### config.mk
export PLATFORM = sky130hd
export DESIGN_NAME = scrambler
export DESIGN_NICKNAME = d
export VERILOG_FILES = /design/src/rtl/scrambler.sv
export SDC_FILE = /design/constraint.sdc
export NUM_CORES = 1
export LEC_CHECK = 0
export BUFFER_PORTS_ARGS = -buffer_cell sky130_fd_sc_hd__buf_2
export CORE_AREA = 2 2 39 41
export DETAILED_ROUTE_END_ITERATION = 8
export DIE_AREA = 0 0 41 43
export PLACE_DENSITY_LB_ADDON = 0.08
export SLEW_MARGIN = 20
export SYNTH_ARGS = -nofsm -noshare
export SYNTH_HDL_FRONTEND = slang
export SYNTH_SLANG_ARGS = --single-unit
### constraint.sdc
create_clock -name clk -period 2.4 [get_ports clk]
set_clock_uncertainty 0.1 [all_clocks]
set_input_delay 0.36 -clock clk [delete_from_list [all_inputs] [get_ports clk]]
set_output_delay 0.36 -clock clk [all_outputs]
set_load 0.03 [all_outputs]
### src/rtl/scrambler.sv
`timescale 1ns/100ps
// scrambler: bit-serial 802.11a scrambler/descrambler, PRBS S(x) = x^7 + x^4 + 1
//   clk            rising-edge system clock
//   reset          asynchronous active-low reset, loads SEED and clears the output
//   data           serial input bit, one per clock
//   scrambled_data registered output, data XOR PRBS bit
module scrambler #(
  parameter logic [6:0] SEED = 7'b1111111
) (
  input  logic clk,
  input  logic reset,
  input  logic data,
  output logic scrambled_data
);
  logic [6:0] s;
  logic fb;
  assign fb = s[6] ^ s[3];
  always_ff @(posedge clk or negedge reset)
    if (!reset) begin
      s <= SEED;
      scrambled_data <= 1'b0;
    end else begin
      s <= {s[5:0], fb};
      scrambled_data <= data ^ fb;
    end
endmodule

* Word-level counts from Yosys, hierarchy flattened *
Cells that the tools add are included.

cells by class
  add/sub/neg operators = 0
  multiply operators = 0
  divide/modulo/power cells = 0
  order comparisons = 0
  equality and inequality tests = 0
  shift-type cells = 0
  mux-type cells = 0
  bitwise logic cells = 2
  reduce and logical (&&, ||, !) cells = 0

operator list
  kind         count
  $xor 1x1->1  2

storage, ports and cells
  register bits = 8
  bits in latches = 0
  RAM bits = 0
  bits in read-only memories = 0
  input bits = 3
  output and inout bits = 1
  logic and storage cells = 4
  memories = 0

* Longest topological paths before layout *
  depth in word-level cells = 2
  depth in mapped cells = 1
  gate-level depth less buffers = 1

* Worst setup path after synthesis *
OpenSTA, ideal clock, no wires.

  path kind = reg2reg
  from = register s[3]
  to = register scrambled_data
  setup time = 135 ps
  arrival = 900 ps
  required time = 2165 ps
  slack = 1265 ps
  cell stages (with the launch flop) = 2
  buffers on the path = 0
  clock period less this slack = 1135 ps
  cell sequence = dfstp_2 xor3_1

on the way
  longest elaborated chain between the ends = 2

RTL lines
  item                    RTL line  RTL
  start, declared         15        logic [6:0] s;
  start signal, assigned  23        s <= {s[5:0], fb};
  $xor 1x1->1             17        assign fb = s[6] ^ s[3];
  $xor 1x1->1             24        scrambled_data <= data ^ fb;
  end signal, assigned    24
  end, declared           13        output logic scrambled_data

No other way between the ends.

* Worst setup path in the final report *
  from = register scrambled_data
  to = output port scrambled_data

No word-level cell between the ends.

==> impl_metrics.py <==
metrics = {
    "power_and_ir_drop": {
        "p_comb_frac": 0.034,
        "ir_drop_uv": 174,
        "p_clk_frac": 0.429,
        "p_int_mw": 0.204,
        "powerDensity_nw_per_um2": 814,
        "sequentialPowerShare": 0.537,
        "p_sw_frac": 0.200,
        "leakagePower_nw": 0.135,
        "power_switching_mw": 0.0510,
    },
    "critical_path": {
        "criticalPathCategory": "reg2out",
        "worstSetupStartpoint": "scrambled_data",
        "critPathMaxStageDelay_ps": 360,
        "required_ps": 1940,
        "worstPathBufferInverterCount": 1,
        "cp_num_cells": 1,
        "worstPathCellList": "buf_2",
        "critPathTopFamily": "flip-flops",
        "r2r_slack_ps": 1240,
        "start_kind": "flop",
        "rr_worst_depth": 1,
        "endpoint": "scrambled_data",
        "r2r-start": "s[3]",
        "cpMaxStageDelayCell": "dfrtp_1",
        "crit_path_max_fanout": 1,
        "r2r-end": "scrambled_data",
        "critPathArrivalTime_ps": 790,
        "end_kind": "primary output",
    },
    "timing": {
        "slew_headroom": 0.892,
        "final-hold-violation-count": 0,
        "finalSetupTns_ps": 0,
        "rsz0062_at_grt": "no",
        "hold_ws_ps": 249,
        "fin_ws_ps": 1150,
        "worst_slew_pin_slew_ps": 161,
        "fmax_mhz": 799,
        "fin_crit_ps": 1250,
        "final-setup-viol-count": 0,
        "drv_slew": 0,
        "period_share": 0.522,
    },
    "route": {
        "via_count": 111,
        "wl_um": 345,
        "drt_iter0_markers": 0,
        "wl_per_cell_um": 10.1,
        "drc_errors": 0,
        "via_per_inst": 3.26,
        "ant_nets": 0,
        "drt-pass1-iter-count": 1,
    },
    "finish": {
        "fin_nets": 22,
        "diodes": 0,
        "most-common-layout-cells": "7 x dfstp_2, 3 x clkbuf_4, 3 x buf_2",
        "drive_gt1_frac": 0.722,
        "final_common_cell": "dfstp_2",
        "fillers": 155,
        "synthToLayoutAreaGrowth_pct": 29.5,
    },
    "placement": {
        "dp_slack_ps": 1230,
        "gp_congestion": 0.648,
        "portBuffers": 3,
    },
    "synth": {
        "synth_warnings": 0,
        "synth_top_area_frac": 0.762,
        "synth_area_leader_cell": "dfstp_2",
        "synthCells": 10,
        "ys_seq_area_frac": 0.865,
        "avgSynthCellArea_um2": 24.1,
        "synth_cell_types": 4,
        "synth_area_leaders": "dfstp_2 76%, dfrtp_1 10%, xor3_1 9.8%",
        "netlist_area_um2": 241,
        "synth_fp_nets": 13,
        "ys_ff_latch": 8,
    },
    "die": {
        "die-area_um2": 1760,
        "die_h_um": 43,
        "die_w_um": 41,
        "rows": 14,
        "initial_core_util": 0.175,
        "core_area_um2": 1380,
        "num_io_pins": 4,
    },
    "status": {
        "status": "complete, no violations",
    },
    "clocking": {
        "cts_buffers": 3,
        "worstSkewPairLatency_ps": 260,
        "tritoncts": "yes",
        "root_buffer": "clkbuf_4",
        "cts_setup_buffers": 0,
        "clk_path_buf_depth": 2,
        "h-tree-depth": 1,
        "cts_resized": 0,
        "clock-sinks": 8,
        "clkSlewWorstSetupHoldPaths_ps": 60,
    },
    "grt": {
        "track_usage": 0.0703,
        "grt_pass1_wl_um": 621,
        "overflow": 0,
        "grt_pass1_vias": 127,
        "grt_max_degree": 9,
        "antenna_found_initial": 0,
    },
    "hold_path": {
        "hold_path_class": "in2reg",
    },
    "flow_run": {
        "cap_violations": 0,
    },
}
-- registers in the layout, summed over array words and instances, names as in the netlist --
signal	flops
s	7
scrambled_data	1
-- worst min-delay path by stage --
stage          startpoint              to  slack (ps)  depth (start not counted)
4_1_cts              data  scrambled_data         250                          2
3_5_place_dp        reset  scrambled_data         100                          1
2_1_floorplan       reset  scrambled_data         -40                          0
3_3_place_gp        reset  scrambled_data         110                          1
5_1_grt              data  scrambled_data         250                          2
6_report             data  scrambled_data         250                          2
-- stage by stage --
step	utilization	cells	total power, mW	cell area, um2
2_1_floorplan	-	10	0.141	241
3_3_place_gp	0.200	29	0.146	277
3_5_place_dp	0.200	29	0.146	277
4_1_cts	0.226	34	0.258	313
5_1_grt	0.226	34	0.269	313
6_report	0.226	34	0.255	313
-- power by group through the flow --
stage	Sequential, mW	Clock, mW	Combinational (mW)
finish	0.137	0.109	0.00857
global route	0.137	0.122	0.00956
CTS	0.137	0.113	0.00889
detailed placement	0.139	0	0.00752
global placement	0.138	0	0.00787
floorplan	0.140	0	0.000902
-- routing by layer --
metal	wire, um	global-route usage
met5	0	0
met4	37	0.120
met3	39	0.0628
met2	116	0.0563
met1	151	0.0709
-- kinds of logic after synthesis --
group,count (synthesis),share of synthesized area
flip-flops,8,0.865
XOR/XNOR,2,0.135
-- layout make-up --
cell class,instances,area (um2),area share
well taps,16,20.0,0.0640
clock buffers,4,26.3,0.0840
flip-flops and latches,8,209,0.668
multi-input cells,2,32.5,0.104
repair buffers,4,25.0,0.0800
-- synth_stat cells --
master / n
xor2_1: 1
xor3_1: 1
dfrtp_1: 1
dfstp_2: 7
-- timing repair --
action                                  in CTS  in global routing
endpoints found under the hold margin        1                  0
endpoints found under the setup margin       0                  0
hold buffers                                 1                  0
Power figures use the tool's default switching activity.
